<file path="config.mk">
export PLATFORM = sky130hd
export DESIGN_NAME = period_meter
export DESIGN_NICKNAME = d
export VERILOG_FILES = /design/src/rtl/dds_pkg.sv /design/src/rtl/sync_edge.sv /design/src/rtl/period_meter.sv
export SDC_FILE = /design/constraint.sdc
export NUM_CORES = 1
export LEC_CHECK = 0
export ABC_CLOCK_PERIOD_IN_PS = 2200
export CAP_MARGIN = 25
export CORE_MARGIN = 5
export CORE_UTILIZATION = 45
export CTS_CLUSTER_DIAMETER = 100
export DETAILED_ROUTE_END_ITERATION = 6
export HOLD_SLACK_MARGIN = 0.08
export PLACE_DENSITY = 0.62
export SKIP_LAST_GASP = 1
export SYNTH_ARGS = -nofsm -noshare
export SYNTH_HDL_FRONTEND = slang
export SYNTH_SLANG_ARGS = --single-unit
</file>
<file path="constraint.sdc">
create_clock -name clk -period 2.2 [get_ports clk]
set_clock_uncertainty 0.2 [all_clocks]
set_input_delay 0.33 -clock clk [delete_from_list [all_inputs] [get_ports clk]]
set_output_delay 0.33 -clock clk [all_outputs]
set_load 0.05 [all_outputs]
</file>
<file path="src/rtl/dds_pkg.sv">
// Shared DDS types: period_meter FSM states and the default counter width
// used by both the phase accumulator and the period meter.
package dds_pkg;

    localparam int unsigned DdsWidth = 12;

    typedef enum logic [1:0] {
        StIdle,
        StArm,
        StMeas,
        StDone
    } pm_state_e;

endpackage

</file>
<file path="src/rtl/sync_edge.sv">
// Two-flop synchronizer for an asynchronous input plus a one-cycle rising-edge pulse.
module sync_edge (
    input  logic clk,
    input  logic rst_n,
    input  logic sig_i,
    output logic rise_o
);

    logic s1_q;
    logic s2_q;
    logic s3_q;

    always_ff @(posedge clk or negedge rst_n) begin
        if (!rst_n) begin
            s1_q <= 1'b0;
            s2_q <= 1'b0;
            s3_q <= 1'b0;
        end else begin
            s1_q <= sig_i;
            s2_q <= s1_q;
            s3_q <= s2_q;
        end
    end

    assign rise_o = s2_q & ~s3_q;

endmodule

</file>
<file path="src/rtl/period_meter.sv">
// Measures the rising-edge period of an asynchronous input, averages 2^AVG_SHIFT periods
// and reports mean period minus 1, ready to use as a phase accumulator wrap value.
module period_meter
    import dds_pkg::*;
#(
    parameter int unsigned WIDE_N    = DdsWidth,
    parameter int unsigned AVG_SHIFT = 2
) (
    input  logic              clk,
    input  logic              rst_n,
    input  logic              sig_i,
    input  logic              start_i,
    output logic [WIDE_N-1:0] period_o,
    output logic              valid_o,
    output logic              busy_o,
    output logic              ovf_o
);

    localparam int unsigned AccW  = WIDE_N + AVG_SHIFT;
    localparam int unsigned NperW = AVG_SHIFT + 1;
    localparam logic [NperW-1:0] NperLast = NperW'((1 << AVG_SHIFT) - 1);

    logic              rise;
    pm_state_e         state_q;
    logic [WIDE_N-1:0] pcnt_q;
    logic [AccW-1:0]   acc_q;
    logic [NperW-1:0]  nper_q;

    sync_edge u_sync_edge (
        .clk    (clk),
        .rst_n  (rst_n),
        .sig_i  (sig_i),
        .rise_o (rise)
    );

    always_ff @(posedge clk or negedge rst_n) begin
        if (!rst_n) begin
            state_q  <= StIdle;
            pcnt_q   <= '0;
            acc_q    <= '0;
            nper_q   <= '0;
            period_o <= '0;
            valid_o  <= 1'b0;
            busy_o   <= 1'b0;
            ovf_o    <= 1'b0;
        end else begin
            valid_o <= 1'b0;
            // pcnt holds N-1 whenever a rise is present
            pcnt_q  <= rise ? '0 : pcnt_q + WIDE_N'(1);
            unique case (state_q)
                StIdle: begin
                    if (start_i) begin
                        state_q <= StArm;
                        acc_q   <= '0;
                        nper_q  <= '0;
                        ovf_o   <= 1'b0;
                        busy_o  <= 1'b1;
                    end
                end
                StArm: begin
                    if (rise) begin
                        state_q <= StMeas;
                    end
                end
                StMeas: begin
                    // A rise on the all-ones count still wins, so N = 2^WIDE_N is measurable
                    if (rise) begin
                        acc_q  <= acc_q + AccW'(pcnt_q);
                        nper_q <= nper_q + NperW'(1);
                        if (nper_q == NperLast) begin
                            state_q <= StDone;
                            busy_o  <= 1'b0;
                        end
                    end else if (&pcnt_q) begin
                        state_q <= StIdle;
                        ovf_o   <= 1'b1;
                        busy_o  <= 1'b0;
                    end
                end
                StDone: begin
                    period_o <= WIDE_N'(acc_q >> AVG_SHIFT);
                    valid_o  <= 1'b1;
                    state_q  <= StIdle;
                end
                default: state_q <= StIdle;
            endcase
        end
    end

endmodule

</file>
==> results of run 1 <==
[per-layer routing]
layer	vias to the layer above	track usage	part of all wire
li1	1011	-	-
met1	999	0.220	0.48
met2	27	0.284	0.49
met3	2	0.0298	0.024
met4	0	0.0360	0.0048
met5	-	0	0
[area by class of cell]
type,instances,area (um^2)
Clock buffer,5,68.8
Inverter,9,33.8
Clock inverter,3,68.8
Timing Repair Buffer,55,455
Fill cell,479,2220
Sequential cell,49,1230
Multi-Input combinational cell,188,1380
Tap cell,72,90.1
[worst reg2reg max path: cells and delay by family, from the launching register on]
kind	cells	cell delay [ns]
adder cells (fa/ha/maj)	2	0.53
AND/OR/NAND/NOR	2	0.51
AO/OA/AOI/OAI	4	0.61
flip-flops	1	0.36
buffers and inverters	1	0.04
[report_power, final]
group	internal [uW]	leakage, uW	switching, uW
sequential	1010	0.000663	104
combinational	342	0.000815	455
clock	458	0.0000687	320
total	1810	0.00155	879
[flip-flops by register name, indices dropped and copies added (netlist names)]
register	flops
ovf_o	1
u_sync_edge.s1_q	1
u_sync_edge.s3_q	1
period_o	12
state_q	2
nper_q	3
pcnt_q	12
acc_q	14
busy_o	1
valid_o	1
u_sync_edge.s2_q	1
[per-stage QoR]
step                       util  power, uW  setup slack (ns)  setup TNS, ns  cell area, um^2
after floorplan               -       1610            -0.124         -0.124             2610
after global placement    0.552       1890            -0.103         -0.210             3060
after detailed placement  0.552       1910            -0.154         -0.372             3060
after CTS                 0.587       2700            -0.119         -0.220             3250
after global routing      0.599       2820            -0.228         -0.572             3320
final                     0.599       2690            -0.108         -0.196             3320
[path summary, 6_finish.rpt]
kind / depth (start not counted) / start / slack [ns] / endpoint
min in group asynchronous: 3 / rst_n / 0.47 / period_o[9]
max in group asynchronous: 3 / rst_n / 0.89 / pcnt_q[5]
worst min register to register: 0 / u_sync_edge.s1_q / 0.16 / u_sync_edge.s2_q
worst max register to register: 9 / acc_q[0] / -0.11 / acc_q[12]
worst max-delay path: 9 / acc_q[0] / -0.11 / acc_q[12]
worst min-delay path: 0 / u_sync_edge.s1_q / 0.16 / u_sync_edge.s2_q
[cell families after synthesis]
kind of cell    after synthesis  share of synthesized area
simple gates                 86                      0.162
compound gates               58                      0.146
flops                        49                      0.474
buf+inv                      18                     0.0309
fa+ha+maj                    16                     0.0803
mux                          15                     0.0633
xor+xnor                     13                     0.0440
[cells in the final DEF, fill, tap and decap left out, types with 4 or more instances in the layout]
master,n
o21ai_0,19
nand3_1,11
inv_1,8
ha_1,10
or3_1,5
nor2_1,25
dfrtp_1,49
nand2_1,23
xor2_1,10
mux2_2,11
clkdlybuf4s50_1,17
a21oi_1,9
buf_4,36
clkbuf_8,5
mux2i_1,4
[what timing repair did]
action / CTS / global route
endpoints found under the hold margin: 49 / 0
endpoints found under the setup margin: 6 / 7
buffers inserted: 3 / 2
pin swaps: 2 / 6
hold buffers: 1 / 0
gates cloned: 0 / 0
resized for setup: 5 / 10
==> summary.txt, run 1 <==
CTS H-tree depth: 2
Clk slew on worst S/H paths: 0.10 ns
CP max stage cell: dfrtp_1
Violated checks: setup timing
Worst hold path class: reg -> reg
Yosys warns: 0
CTS Sinks: 49
Syn avg cell area: 10.1 um^2
Max Fclk: 433 MHz
Top-level port count: 19
Power Dens Cells: 809 nW/um^2
Count of state elements after synthesis: 49
Cell Rows: 27
Hold slack: 0.160 ns
Max-slew headroom: 0.572
Antenna viol nets, final: 0
Core area: 5540 um^2
Initial Utilization: 0.467
Clock buffer depth: 2
Ys flop type: dfrtp_1
Tcrit/Tclk final: 1.05
Total grt overflow: 0
Largest net degree at the start of global routing: 50
Die Area: 7370 um^2
Top-count cell post-synth: dfrtp_1
Port bufs: 18
Peak supply drop: 0.530 mV
Crit path time final: 2.31 ns
Total CTS buffers: 5
Vias in the first global route: 2027
DRC violations left: 0
Yosys cell types: 49
Die X: 85.8 um
Synth top area share: 0.474
WP buf/inv: 1
CTS tree: yes
RSZ-0062 raised after global routing: yes
Slew at the pin closest to its max-slew limit: 0.640 ns
Antenna violations before repair: 0
Routed vias/inst: 5.35
Critical Path End Type: flip-flop
Detailed-route via count: 2039
CP top delay family: compound AO/OA/AOI/OAI gates
Mapped Cells: 255
Syn nets: 275
Final wirelength: 6000 um
CP required: 2.23 ns
Crit path kind: reg -> reg
First-pass GRT wire length: 9780 um
Worst skew pair latency: 0.30 ns
Die Ht: 85.8 um
Critical-path cell list: ha_2 > inv_2 > fa_2 > nor2b_2 > o211ai_2 > a211oi_2 > a311oi_1 > or3_1 > a21oi_1
Yosys top cell by area: dfrtp_1
Fraction of registers with async set/reset: 1.00
Mapped Area: 2590 um^2
Starting DRC count in detailed routing: 58
Setup Viol. Count Final: 3
Antenna cells: 0
PnR worst setup slack: -0.108 ns
Detailed Place HPWL: 4230 um
Nets: 328
Run status: finished with violations
Pins Over Slew Limit: 0
Routability cong.: 0.855
TritonRoute pass-1 iters: 5
Synth area leaders: dfrtp_1, ha_1, mux2_2
P_leak: 0.00155 uW
CP max FO: 2
Synthesis-to-layout area growth: 28.3%
Fin cells: 381
Dpl cells: 367
Startpoint type of the worst setup path: flip-flop
Crit path largest cell delay: 0.36 ns
CP Data Arrival Time: 2.34 ns
Commonest cells post-synth: dfrtp_1, nor2_1, nand2_1, o21ai_0, ha_1
Register area share after synthesis: 0.474
Per-cell routed wire length: 15.7 um
Max-Cap Viols: 0
GRT Total Usage: 0.166
Root buf cell: clkbuf_8
Post-synth EDFFs: 0
Share of layout cells above drive strength 1: 0.252
Final Hold Viols: 0
Note: power is estimated with default switching activity, not from simulation.
==> run 2: changes to the inputs <==
Settings changed: CORE_ASPECT_RATIO set to 0.5.
==> run 2 against run 1 <==
The run still ends with setup timing left. Die area rose by 1.2%. Combinational power rose by 1%. Flip-flop and latch count did not move. Power rose by 5.0%. Core utilization rose by 1.0 points. Wire length fell by 1.1%. Via count rose by 2.7%. Worst setup slack got worse by 0.089 ns. Worst hold slack got worse by 0.0092 ns. Sequential share of layout area fell by 0.47 points. Critical path depth did not move. Non-clock buffer count fell by 2. Largest power group unchanged.
==> summary.txt, run 2 (synthesis results as in run 1) <==
RSZ-0062 raised after global routing: yes
Hold slack: 0.151 ns (-0.00920 ns)
Max-Cap Viols: 0 (unchanged)
Die Ht: 63.6 um (-26%)
Crit path time final: 2.40 ns (+0.0886 ns)
Utilization after layout: 0.610 (+0.0104)
TritonRoute pass-1 iters: 4 (-1)
Crit path largest cell delay: 0.40 ns (+0.04 ns)
Die Area: 7460 um^2 (+1.2%)
Peak supply drop: 0.522 mV (-1.5%)
Largest registers: acc_q x14, pcnt_q x12, period_o x12
Root buf cell: clkbuf_16
Placed cell area: 3060 um^2 (about the same)
Slew at the pin closest to its max-slew limit: 0.612 ns (-0.0285 ns)
Max Fclk: 417 MHz (-3.7%)
Max FFs per register: 14 (unchanged)
CP top delay family: compound AO/OA/AOI/OAI gates
CTS Sinks: 49 (unchanged)
Crit path kind: reg -> reg
Share of layout cells above drive strength 1: 0.251 (-0.00161)
Tcrit/Tclk final: 1.09 (+0.0403)
Core area: 5520 um^2 (-0.45%)
Clk slew on worst S/H paths: 0.06 ns (-0.04 ns)
Worst hold path class: reg -> reg
Largest net degree at the start of global routing: 26 (-48%)
CTS tree: yes
Detailed Place HPWL: 4220 um (-0.36%)
Total CTS buffers: 5 (unchanged)
Clock buffer depth: 2 (unchanged)
CTS H-tree depth: 2 (unchanged)
Startpoint type of the worst setup path: flip-flop
GRT Total Usage: 0.172 (+0.00571)
WP buf/inv: 1 (unchanged)
Commonest non-fill, non-tap cell in the layout: dfrtp_1
PnR worst setup slack: -0.197 ns (-0.0886 ns)
Die X: 117 um (+37%)
Antenna violations before repair: 0 (unchanged)
Total grt overflow: 0 (unchanged)
Commonest cells after routing, fill and taps aside: dfrtp_1, buf_4, nor2_1, nand2_1, o21ai_0
Final wirelength: 5930 um (-1.1%)
Critical-path cell list: ha_2 > inv_2 > fa_2 > nor2b_4 > o211ai_4 > a211oi_2 > a311oi_1 > or3_1 > a21oi_2
Final Hold Viols: 0 (unchanged)
Per-cell routed wire length: 15.6 um (-0.84%)
Fillers: 465 (-2.9%)
Cell Rows: 19 (-30%)
Power Dens Cells: 839 nW/um^2 (+3.7%)
Synthesis-to-layout area growth: 29.9%
Fin cells: 380 (-0.26%)
Routed vias/inst: 5.51 (+3.0%)
Multi-input logic area: 1380 um^2 (+0.36%)
Setup Viol. Count Final: 3 (unchanged)
Starting DRC count in detailed routing: 99 (+71%)
DRC violations left: 0 (unchanged)
Nets: 326 (-0.61%)
Initial Utilization: 0.469 (+0.00212)
Max-slew headroom: 0.592 (+0.0201)
Top reg by flops: acc_q
Worst skew pair latency: 0.29 ns (about the same)
Routability cong.: 0.808 (-5.5%)
Dpl cells: 366 (-0.27%)
CP Data Arrival Time: 2.41 ns (+0.07 ns)
Detailed-route via count: 2094 (+2.7%)
Port bufs: 18 (unchanged)
First-pass GRT wire length: 9980 um (+2.0%)
Antenna viol nets, final: 0 (unchanged)
Top-level port count: 19 (unchanged)
CP max FO: 3 (+1)
Pins Over Slew Limit: 0 (unchanged)
Critical Path End Type: flip-flop
CP max stage cell: or3_1
Post-Route Setup TNS: -0.292 ns (-0.0961 ns)
Antenna cells: 0 (unchanged)
Final instance area: 3360 um^2 (+1.3%)
P_leak: 0.00155 uW (about the same)
CP required: 2.22 ns (about the same)
Violated checks: setup timing
Storage cell area: 1230 um^2 (unchanged)
Run status: finished with violations
Vias in the first global route: 2047 (+0.99%)
-- run 2: changes by cell type in the layout (fill, tap and decap cells not counted), moves of 2 or more --
cell / previous run / this run
clkbuf_8: 5 / 1
clkbuf_16: 0 / 5
a21oi_4: 2 / 0
buf_4: 36 / 33
a21oi_2: 3 / 5
-- run 2: repair_timing --
action | CTS | global route
setup buffers | 2 | 3
endpoints found under the hold margin | 24 | 0
setup endpoints to repair | 6 | 7
resized for setup | 6 | 10
hold buffers | 1 | 0
pin swaps | 5 | 1
-- run 2: final timing paths --
| path | start | to | slack (ns) | cells past startpoint |
|---|---|---|---|---|
| max reg2reg | acc_q[0] | acc_q[12] | -0.20 | 9 |
| min in group asynchronous | rst_n | u_sync_edge.s2_q | 0.39 | 2 |
| max in group asynchronous | rst_n | acc_q[9] | 0.86 | 3 |
| min | u_sync_edge.s1_q | u_sync_edge.s2_q | 0.15 | 0 |
| min reg2reg | u_sync_edge.s1_q | u_sync_edge.s2_q | 0.15 | 0 |
| max | acc_q[0] | acc_q[12] | -0.20 | 9 |
-- run 2: where the power goes --
part,switching (uW),internal (uW)
sequential,101,1010
clock,336,567
combinational,455,353
total,891,1930
-- run 2: area by class of cell --
class / count / share of cell area
multi-input combinational: 188 / 0.411
inverter: 9 / 0.0100
sequential: 49 / 0.365
tap: 73 / 0.0272
clock inverter: 2 / 0.0112
timing repair buffer: 53 / 0.135
clock buffer: 6 / 0.0413
-- run 2: per-stage QoR --
step	setup WS [ns]	power, uW
2_1_floorplan	-0.124	1610
3_3_place_gp	-0.107	1880
3_5_place_dp	-0.199	1890
4_1_cts	-0.159	2810
5_1_grt	-0.256	2990
6_report	-0.197	2820
-- run 2: metal layers --
metal / vias up / wire [um] / track usage
met3: 12 / 215 / 0.0344
met2: 46 / 2710 / 0.258
li1: 1007 / - / -
met1: 1029 / 2900 / 0.244
met4: 0 / 104 / 0.0615
met5: - / 0 / 0
==> run 3: changes to the inputs <==
Settings changed: ABC_CLOCK_PERIOD_IN_PS 2200 to 2400, HOLD_SLACK_MARGIN 0.08 to not set, PLACE_DENSITY 0.62 to 0.6, REMOVE_ABC_BUFFERS set to 1.
Clock period 2.2 ns to 2.4 ns, I/O delays scaled along.
==> run 3 against run 2 <==
The run still ends with setup timing left. Global-route usage fell by 1.4 points. Count of clock-buffer cells in the layout rose by 1. Wire length fell by 9.7%. Via count fell by 6.9%. Die area did not move. Design area fell by 6.2%. Fmax fell by 2.1%. Critical path depth did not move. First-iteration DRC count fell by 51%. Sequential power fell by 9%. Cell count fell by 4.7%. Combinational power fell by 20%. Critical endpoint unchanged. Largest cell class unchanged.
==> summary.txt, run 3 (synthesis results as in run 1) <==
Starting DRC count in detailed routing: 49 (-51%)
R2R Path End: acc_q[12]
Tcrit/Tclk final: 1.02 (-0.0694)
DRC violations left: 0 (unchanged)
CTS tree: yes
Beginning of the worst hold path: u_sync_edge.s1_q
End of the worst hold path: u_sync_edge.s2_q
TritonRoute pass-1 iters: 4 (unchanged)
Nets: 308 (-5.5%)
Crit path largest cell delay: 0.37 ns (-0.03 ns)
WP buf/inv: 1 (unchanged)
Violated checks: setup timing
Clk slew on worst S/H paths: 0.06 ns (about the same)
Total grt overflow: 0 (unchanged)
Top-level port count: 19 (unchanged)
Antenna cells: 0 (unchanged)
PnR worst setup slack: -0.0484 ns (+0.149 ns)
Comb power frac: 0.262 (-0.024)
Share of layout cells above drive strength 1: 0.170 (-0.0813)
CP required: 2.41 ns (+0.19 ns)
Peak supply drop: 0.395 mV (-24%)
Routability cong.: 0.886 (+9.7%)
Reg2reg start: pcnt_q[0]
Max-Cap Viols: 0 (unchanged)
Port bufs: 18 (unchanged)
Slew at the pin closest to its max-slew limit: 0.616 ns (+0.00393 ns)
NetSw: 767 uW (-14%)
Antenna viol nets, final: 0 (unchanged)
Dpl cells: 350 (-4.4%)
Worst Hold Depth: 0 (unchanged)
FF-to-FF path depth: 9 (unchanged)
Largest net degree at the start of global routing: 50 (+92%)
GRT Total Usage: 0.158 (-0.0136)
Pins Over Slew Limit: 0 (unchanged)
Pint: 1700 uW (-12%)
Critical Path End Type: flip-flop
Commonest non-fill, non-tap cell in the layout: dfrtp_1
Synthesis-to-layout area growth: 21.9%
Cell Rows: 19 (unchanged)
Vias in the first global route: 1875 (-8.4%)
Commonest cells after routing, fill and taps aside: dfrtp_1, nor2_1, nand2_1, o21ai_0, clkdlybuf4s50_1
Worst skew pair latency: 0.28 ns (about the same)
Die X: 117 um (unchanged)
CP top delay family: compound AO/OA/AOI/OAI gates
Setup Viol. Count Final: 1 (-2)
Critical-path cell list: ha_2 > inv_2 > fa_2 > nor2b_4 > o211ai_2 > a211oi_2 > a311oi_2 > or3_1 > a21oi_1
Per-cell routed wire length: 14.8 um (-5.2%)
Top reg by flops: acc_q
Placed cell area: 2920 um^2 (-4.6%)
P_leak: 0.00147 uW (-5.0%)
RSZ-0062 raised after global routing: yes
Die Area: 7460 um^2 (unchanged)
Flop2flop setup slack: -0.05 ns (+0.15 ns)
Power Dens Cells: 782 nW/um^2 (-6.7%)
CP max stage cell: or3_1
Clock buffer depth: 2 (unchanged)
Root buf cell: clkbuf_16
Flop pwr share: 0.410 (+0.017)
Pwr Total: 2470 uW (-13%)
Max FFs per register: 14 (unchanged)
Total CTS buffers: 5 (unchanged)
Antenna violations before repair: 0 (unchanged)
Initial Utilization: 0.469 (unchanged)
Final instance area: 3150 um^2 (-6.2%)
Fin cells: 362 (-4.7%)
Largest registers: acc_q x14, pcnt_q x12, period_o x12
Detailed-route via count: 1949 (-6.9%)
CTS H-tree depth: 2 (unchanged)
Routed vias/inst: 5.38 (-2.3%)
Worst hold path class: reg -> reg
CP max FO: 2 (-1)
First-pass GRT wire length: 9290 um (-6.9%)
Crit path kind: reg -> reg
Core area: 5520 um^2 (unchanged)
Switching Share: 0.311 (-0.00526)
Run status: finished with violations
Crit path time final: 2.45 ns (+0.0513 ns)
Startpoint type of the worst setup path: flip-flop
Detailed Place HPWL: 3740 um (-11%)
Max-slew headroom: 0.588 (-0.00362)
Final Hold Viols: 0 (unchanged)
CP Data Arrival Time: 2.45 ns (+0.04 ns)
Max Fclk: 408 MHz (-2.1%)
Die Ht: 63.6 um (unchanged)
CTS Sinks: 49 (unchanged)
Clock power share: 0.328 (+0.008)
Final wirelength: 5360 um (-9.7%)
-- run 3: final cells by class --
type | instances | area, um^2
repair buffers | 35 | 318
multi-input cells | 188 | 1310
well taps | 73 | 91.3
flip-flops and latches | 49 | 1230
clock buffers | 7 | 143
fillers | 495 | 2360
clock inverters | 1 | 30.0
inverters | 9 | 33.8
-- run 3: timing repair --
| item | 4_1_cts | 5_1_grt |
|---|---|---|
| buffers inserted | 1 | 2 |
| resized for setup | 2 | 8 |
| endpoints found under the hold margin | 49 | 0 |
| setup endpoints to repair | 1 | 4 |
| pin swaps | 4 | 6 |
| cloned | 0 | 0 |
| hold buffers | 1 | 0 |
-- run 3: worst max path at each step --
stage | startpoint | to | slack (ns) | cells after the start
3_5_place_dp | pcnt_q[0] | acc_q[12] | -0.07 | 9
5_1_grt | acc_q[0] | acc_q[12] | -0.17 | 9
2_1_floorplan | pcnt_q[0] | acc_q[12] | 0.05 | 9
6_report | pcnt_q[0] | acc_q[12] | -0.05 | 9
3_3_place_gp | pcnt_q[0] | acc_q[12] | 0.009 | 9
4_1_cts | pcnt_q[0] | acc_q[12] | -0.05 | 9
-- run 3: worst register-to-register path, cell delays in order, from the launching register on --
cell,delay (ns)
dfrtp_1,0.35
ha_2,0.19
inv_2,0.04
fa_2,0.36
nor2b_4,0.14
o211ai_2,0.13
a211oi_2,0.31
a311oi_2,0.15
or3_1,0.37
a21oi_1,0.14
-- run 3: power by group through the flow --
stage	logic [uW]	clock network, uW	registers [uW]
after floorplan	293	0	1130
after CTS	644	837	1010
final	645	810	1010
after global placement	624	0	1020
after global routing	714	881	1030
after detailed placement	632	0	1030
-- run 3: routing by layer --
metal	up-vias	share of wire	GRT usage
met5	-	0	0
met3	2	0.035	0.0373
met4	0	0.0067	0.0300
met2	28	0.43	0.227
met1	943	0.53	0.242
li1	976	-	-
-- run 3: stage by stage --
step / util / setup slack [ns] / hold slack, ns / setup TNS, ns
4_1_cts: 0.564 / -0.0523 / 0.150 / -0.0540
2_1_floorplan: - / 0.0481 / -0.136 / 0
6_report: 0.572 / -0.0484 / 0.149 / -0.0484
3_5_place_dp: 0.529 / -0.0722 / 0.135 / -0.0722
5_1_grt: 0.572 / -0.170 / 0.157 / -0.254
3_3_place_gp: 0.529 / 0.00923 / 0.134 / 0
